==> src/rtl/instr_fetch_unit.sv <==
// Fetch stage of the 16-bit RISC core: program counter, synchronous-read imem
// addressing, one-bubble jump/branch redirect and decode-stall hold.
module instr_fetch_unit #(
  parameter logic [15:0] RESET_PC  = 16'h0000,
  parameter logic [15:0] NOP_INSTR = 16'h0000
) (
  input  logic        clk,
  input  logic        rst,
  output logic [15:0] imem_addr,
  input  logic [15:0] imem_rdata,
  input  logic        stall,
  input  logic        jump,
  input  logic        beq,
  input  logic        bne,
  input  logic        alu_zero,
  output logic [15:0] instr,
  output logic [3:0]  opcode,
  output logic [15:0] pc,
  output logic [15:0] pc_plus1,
  output logic        instr_valid,
  output logic        redirect
);

  logic [15:0] r_fetch_pc;
  logic [15:0] r_dec_pc;
  logic        r_valid_d;

  logic        w_hold;
  logic        w_taken;
  logic [15:0] w_instr;
  logic [15:0] w_pc_plus1;
  logic [15:0] w_jump_tgt;
  logic [15:0] w_br_tgt;
  logic [15:0] w_target;

  assign w_hold     = stall & r_valid_d;
  assign w_instr    = r_valid_d ? imem_rdata : NOP_INSTR;
  assign w_pc_plus1 = r_dec_pc + 16'd1;
  assign w_taken    = r_valid_d & ~stall &
                      (jump | (beq & alu_zero) | (bne & ~alu_zero));

  // Jump stays within the 4K page of pc+1; branches are pc+1 relative.
  assign w_jump_tgt = {w_pc_plus1[15:12], w_instr[11:0]};
  assign w_br_tgt   = w_pc_plus1 + {{10{w_instr[5]}}, w_instr[5:0]};
  assign w_target   = jump ? w_jump_tgt : w_br_tgt;

  // Re-fetching D during a stall keeps imem_rdata stable for decode.
  assign imem_addr   = w_hold ? r_dec_pc : r_fetch_pc;
  assign instr       = w_instr;
  assign opcode      = w_instr[15:12];
  assign pc          = r_dec_pc;
  assign pc_plus1    = w_pc_plus1;
  assign instr_valid = r_valid_d;
  assign redirect    = w_taken;

  always_ff @(posedge clk) begin
    if (rst) begin
      r_fetch_pc <= RESET_PC;
      r_dec_pc   <= RESET_PC;
      r_valid_d  <= 1'b0;
    end else if (w_hold) begin
      r_fetch_pc <= r_fetch_pc;
      r_dec_pc   <= r_dec_pc;
      r_valid_d  <= r_valid_d;
    end else if (w_taken) begin
      // The fetch already in flight is wrong-path; squash it as a bubble.
      r_fetch_pc <= w_target;
      r_dec_pc   <= r_dec_pc;
      r_valid_d  <= 1'b0;
    end else begin
      r_dec_pc   <= r_fetch_pc;
      r_fetch_pc <= r_fetch_pc + 16'd1;
      r_valid_d  <= 1'b1;
    end
  end

endmodule

==> config.mk <==
export PLATFORM = sky130hd
export DESIGN_NAME = instr_fetch_unit
export DESIGN_NICKNAME = d
export VERILOG_FILES = /design/src/rtl/instr_fetch_unit.sv
export SDC_FILE = /design/constraint.sdc
export NUM_CORES = 1
export LEC_CHECK = 0
export ABC_AREA = 1
export CAP_MARGIN = 20
export CORE_MARGIN = 2
export CORE_UTILIZATION = 53
export CTS_BUF_LIST = sky130_fd_sc_hd__clkbuf_8
export DETAILED_ROUTE_END_ITERATION = 10
export PLACE_DENSITY = 0.87
export SETUP_SLACK_MARGIN = 0.05
export SLEW_MARGIN = 20
export SYNTH_ARGS = -nofsm -noshare
export SYNTH_HDL_FRONTEND = slang
export SYNTH_SLANG_ARGS = --single-unit
export TNS_END_PERCENT = 50
==> constraint.sdc <==
create_clock -name clk -period 5.17 [get_ports clk]
set_input_delay 0.517 -clock clk [delete_from_list [all_inputs] [get_ports clk]]
set_output_delay 0.517 -clock clk [all_outputs]
set_load 0.02 [all_outputs]
* Word level (Yosys, flattened, before mapping)
Cells that the tools add are included.
** Word-level totals
- Bits in registers :: 33
- Input port bits :: 23
- Output and inout bits :: 70
- Logic and storage cells :: 23
** Cells by class
- $add $sub $neg :: 3
- Muxes and demuxes :: 5
- Bitwise gates (word level) :: 11
- Reductions and logical operators :: 1
** Operators with widths (count)
- 2-to-1 mux 16 bit :: 4
- adder 16 x 1 -> 16 bit (second input constant) :: 2
- adder 16 bit :: 1
- AND 1 bit :: 5
- NOT 1 bit :: 4
- bitwise OR 1 bit :: 2
- AND reduction 2 bit :: 1
- 2-to-1 mux 1 bit :: 1

* Longest topological paths before layout
- Depth after elaboration :: 6
- Gate-level depth with buffers :: 19

* Worst setup path before layout
No wires, ideal clock.
- Path type :: register -> register
- Start point :: reg r_dec_pc[1], in the netlist pc[1]
- End point :: reg r_fetch_pc[15]
- Library setup time :: 0.070 ns
- Arrival :: 2.771 ns
- Data required time :: 5.100 ns
- Path slack :: 2.329 ns
- Stages on the path, launching flop included :: 20
- Path buffers :: 0
- Clock period less this slack :: 2.841 ns
- Cell sequence :: dfxtp_1 -> ha_1 -> nand2_1 -> nor2_1 -> nand3_1 -> nor2_1 -> nand3_1 -> xor2_1 -> ha_1 -> nand2_1 -> inv_1 -> nand2_1 -> nand2_1 -> a21oi_1 -> nand2_1 -> nand2_1 -> nand3_1 -> nand2_1 -> nand3_1 -> a21oi_1
** On the way
- Cells in the longest elaborated chain, start to end :: 4
** RTL lines
- from (decl) :: RTL line 25 : logic [15:0] r_dec_pc;
- from (signal assigned) :: RTL line 63 : r_dec_pc <= r_dec_pc;
- from (signal assigned) :: RTL line 68 : r_dec_pc <= r_dec_pc;
- from (signal assigned) :: RTL line 71 : r_dec_pc <= r_fetch_pc;
- adder 16 x 1 -> 16 bit :: RTL line 38 : assign w_pc_plus1 = r_dec_pc + 16'd1;
- net pc_plus1[14] :: RTL line 19 : output logic [15:0] pc_plus1,
- adder 16 bit :: RTL line 44 : assign w_br_tgt = w_pc_plus1 + {{10{w_instr[5]}}, w_instr[5:0]};
- 2-to-1 mux 16 bit :: RTL line 45 : assign w_target = jump ? w_jump_tgt : w_br_tgt;
- 2-to-1 mux 16 bit :: RTL line 65 : end else if (w_taken) begin
- to (signal assigned) :: RTL line 62 : r_fetch_pc <= r_fetch_pc;
- to (signal assigned) :: RTL line 67 : r_fetch_pc <= w_target;
- to (signal assigned) :: RTL line 72 : r_fetch_pc <= r_fetch_pc + 16'd1;
- to (decl) :: RTL line 24 : logic [15:0] r_fetch_pc;
The timed path passes the listed nets, and every way through them passes these cells.
A chain may end at the register's enable or synchronous reset.

* Final worst setup path
- Start point :: in jump
- End point :: out redirect
** On the way
- Cells in the longest elaborated chain, start to end :: 3
** RTL lines
- from (decl) :: RTL line 12 : input logic jump,
- bitwise OR 1 bit (2 in a row) :: RTL line 40 : (jump | (beq & alu_zero) | (bne & ~alu_zero));
- AND 1 bit :: RTL line 39 : assign w_taken = r_valid_d & ~stall &
- to (decl) :: RTL line 21 : output logic redirect
Every way passes these cells.

==> flow_summary.json <==
{
  "dieHeight_um": 81.06,
  "maxCapViolCount": 0,
  "ys_seq_elements": 33,
  "cts-htree-levels": 2,
  "finClkSkew_ps": 4.837,
  "cp_common_cell": "sky130_fd_sc_hd__clkdlybuf4s50_1",
  "place_worst_setup_slack_ps": 1879,
  "slowest_delay_ps": 940,
  "post_cts_resized": 0,
  "power.static_leakage_nw": 1.946,
  "netlist_instances": 513,
  "largest_vdd_supply_drop_v": 0.0001685,
  "detail_route.first_pass.iterations": 5,
  "setup.worst_path.end_class": "output port",
  "synth_top_family_by_area": "simple AND/OR/NAND/NOR gates",
  "postLayoutSetupSlackWorst_ps": 1952,
  "drc": 0,
  "grt_overflow": 0,
  "placed_cells": 661,
  "place_hpwl_um": 7678,
  "detail_route.wirelength_um": 9684,
  "run_status": "finished, final reports clean",
  "vias": 3639,
  "ys_seq_area_frac": 0.2099,
  "synth.area.mux_share": 0,
  "layout.cell_area.non_filler_um2": 4163,
  "synth_compound_gate_area_share": 0.2123,
  "floorplan.initialDensity": 0.5411,
  "critical_path_peak_fanout": 24,
  "clockBufferDepth": 2,
  "grt_start_max_net_pins": 42,
  "ys_async_sr_fraction": 0,
  "crit_arrival_ps": 2700,
  "share_of_post_route_cells_with_drive_strength_above_1": 0.04384,
  "tritoncts.num_buffers": 5,
  "top_level_ports": 93,
  "tns_ps": 0,
  "grt_setup_unrepaired": "no",
  "synthesis.nets": 557,
  "max_freq_mhz": 310.7,
  "cts_hold_buffers": 0,
  "synth_flop_cell": "sky130_fd_sc_hd__dfxtp_1",
  "yosys.area_share.simple": 0.3018,
  "worst_path_class_setup": "in -> out",
  "row_count": 28,
  "synthDistinctLibCells": 43,
  "finalNonFillerCells": 668,
  "portBuffers": 92,
  "routed_wire_length_per_instance_um": 14.50,
  "report.final.setup_viol": 0,
  "cp_slowest_cell": "sky130_fd_sc_hd__clkdlybuf4s50_1",
  "critical_path_required_ps": 4650,
  "yosys.area_share.adder": 0.08588,
  "overall_fraction_of_global_route_tracks_in_use": 0.2977,
  "min_period_over_period": 0.6225,
  "antenna_cells_inserted": 0,
  "path_buf_inv": 3,
  "area_growth_syn_to_fin_pct": 32.29,
  "slew_viol_final": 0,
  "commonest_cells_after_routing_fill_and_taps_aside": "123 x sky130_fd_sc_hd__nand2_1, 92 x sky130_fd_sc_hd__clkdlybuf4s50_1, 73 x sky130_fd_sc_hd__inv_1",
  "fill_cells": 531,
  "worst_slew_margin_rel": 0.5151,
  "number_of_flops_mapped_to_enable_cells_by_yosys": 0,
  "cts.sinks": 33,
  "power_per_cell_area_nw_per_um2": 213.3,
  "cts_tree": "done",
  "die_width_um": 81.06,
  "die-area_um2": 6570,
  "yosysWarnings": 0,
  "timing_hold_violations_final": 0,
  "grt_pass1_vias": 3234,
  "worst_pin_slew_ps": 725.1,
  "post_synth_instance_area_um2": 3147,
  "antenna_violating_nets_post_route": 0,
  "groute.layer.met1.usage": 0.4020,
  "clockRootBuffer": "sky130_fd_sc_hd__clkbuf_8",
  "cts_setup_buffers": 0,
  "antenna_found_initial": 0,
  "commonest_non_fill_non_tap_cell_in_the_layout": "sky130_fd_sc_hd__nand2_1",
  "timing.critical_path.from_type": "input pin",
  "drt_iter0_markers": 203,
  "gp_congestion": 0.8971,
  "route.detailed.vias_per_inst": 5.448,
  "cts.clk_slew.worst_paths_ps": 70,
  "xor_xnor_share_of_the_synthesized_area": 0.06680,
  "cpLargestDelayFamily": "buffers and inverters",
  "worst_hold_slack_ps": 537.6,
  "worst_hold_path_type": "reg -> reg",
  "fin_crit_ps": 3218,
  "grt_first_pass_wirelength_um": 15200,
  "dpl-instance-area_um2": 4074,
  "worstPathCellList": "clkdlybuf4s50_1, a21oi_2, o21ai_2, nand3_4, inv_2, clkdlybuf4s50_1",
  "insertion_delay_ps": 290,
  "syn-mean-instance-area_um2": 6.134,
  "final_nets": 637,
  "groute.layer.met3.usage": 0.04000,
  "core_um2": 5816,
  "busiest_layer": "met2",
  "grtUsageMet2": 0.5091
}
state kept, by name, indices dropped and copies added, names as in the netlist:
signal       count
instr_valid      1
pc              16
r_fetch_pc      16
synthesized netlist by cell type (all sizes together) (2+ instances only):
cell	number	area share
ha	20	0.080
buf	12	0.022
nor2	36	0.049
xnor2	3	0.0084
a21oi	52	0.085
a221oi	2	0.0056
o21ai	54	0.087
xor2	21	0.058
inv	75	0.089
nand4	5	0.0099
nand3	27	0.047
or2	2	0.0040
a31oi	4	0.0080
o211ai	2	0.0048
nand3b	4	0.0095
dfxtp	33	0.21
a211oi	3	0.0072
a21o	2	0.0048
nor3	11	0.023
clkbuf	9	0.011
nand2	127	0.15
metrics by stage:
stage                     power [W]  utilization
after floorplan           0.0005391            -
after global routing      0.0009366       0.7158
after CTS                 0.0008842       0.7154
after global placement    0.0006860       0.7005
after detailed placement  0.0006932       0.7005
final                     0.0008881       0.7158
worst min-delay path: cells and delay by family (launching register included):
kind	cells	cell delay [ps]
buf+inv	1	80
compound gates	1	60
flops	1	350
power by group:
| part | internal (W) | leakage [nW] | switching (W) |
|---|---|---|---|
| clock network | 0.000104 | 0.0485 | 0.0000907 |
| logic | 0.000160 | 1.63 | 0.000226 |
| registers | 0.000277 | 0.272 | 0.0000304 |
area by class of cell:
cell class	instances	area, um^2	share of cell area
Clock buffer	6	82.58	0.01984
Tap cell	75	93.84	0.02254
Multi-Input combinational cell	383	2101	0.5047
Timing Repair Buffer	94	935.9	0.2248
Inverter	76	285.3	0.06853
Sequential cell	33	660.6	0.1587
Clock inverter	1	3.754	0.0009017
final timing paths:
path                      startpoint                     endpoint  slack, ps  cells after the start
setup reg to reg  pc[1]$_SDFFE_PP0P_  r_fetch_pc[15]$_SDFFE_PP0N_       2240                     19
hold reg to reg   pc[1]$_SDFFE_PP0P_           pc[1]$_SDFFE_PP0P_        540                      2
hold / removal    pc[1]$_SDFFE_PP0P_           pc[1]$_SDFFE_PP0P_        540                      2
setup / recovery                jump                     redirect       1950                      6
routing by layer:
layer	share of wire	wire length, um	up-vias
li1	-	-	1830
met1	0.45	4378	1639
met2	0.47	4541	152
met3	0.064	621	18
met4	0.015	142	0
met5	0	0	-
kinds of logic after synthesis:
kind of cell | count (synthesis)
xor+xnor | 24
compound gates | 123
buf+inv | 97
flops | 33
simple gates | 215
fa+ha+maj | 21
(Power assumes the default switching activity.)
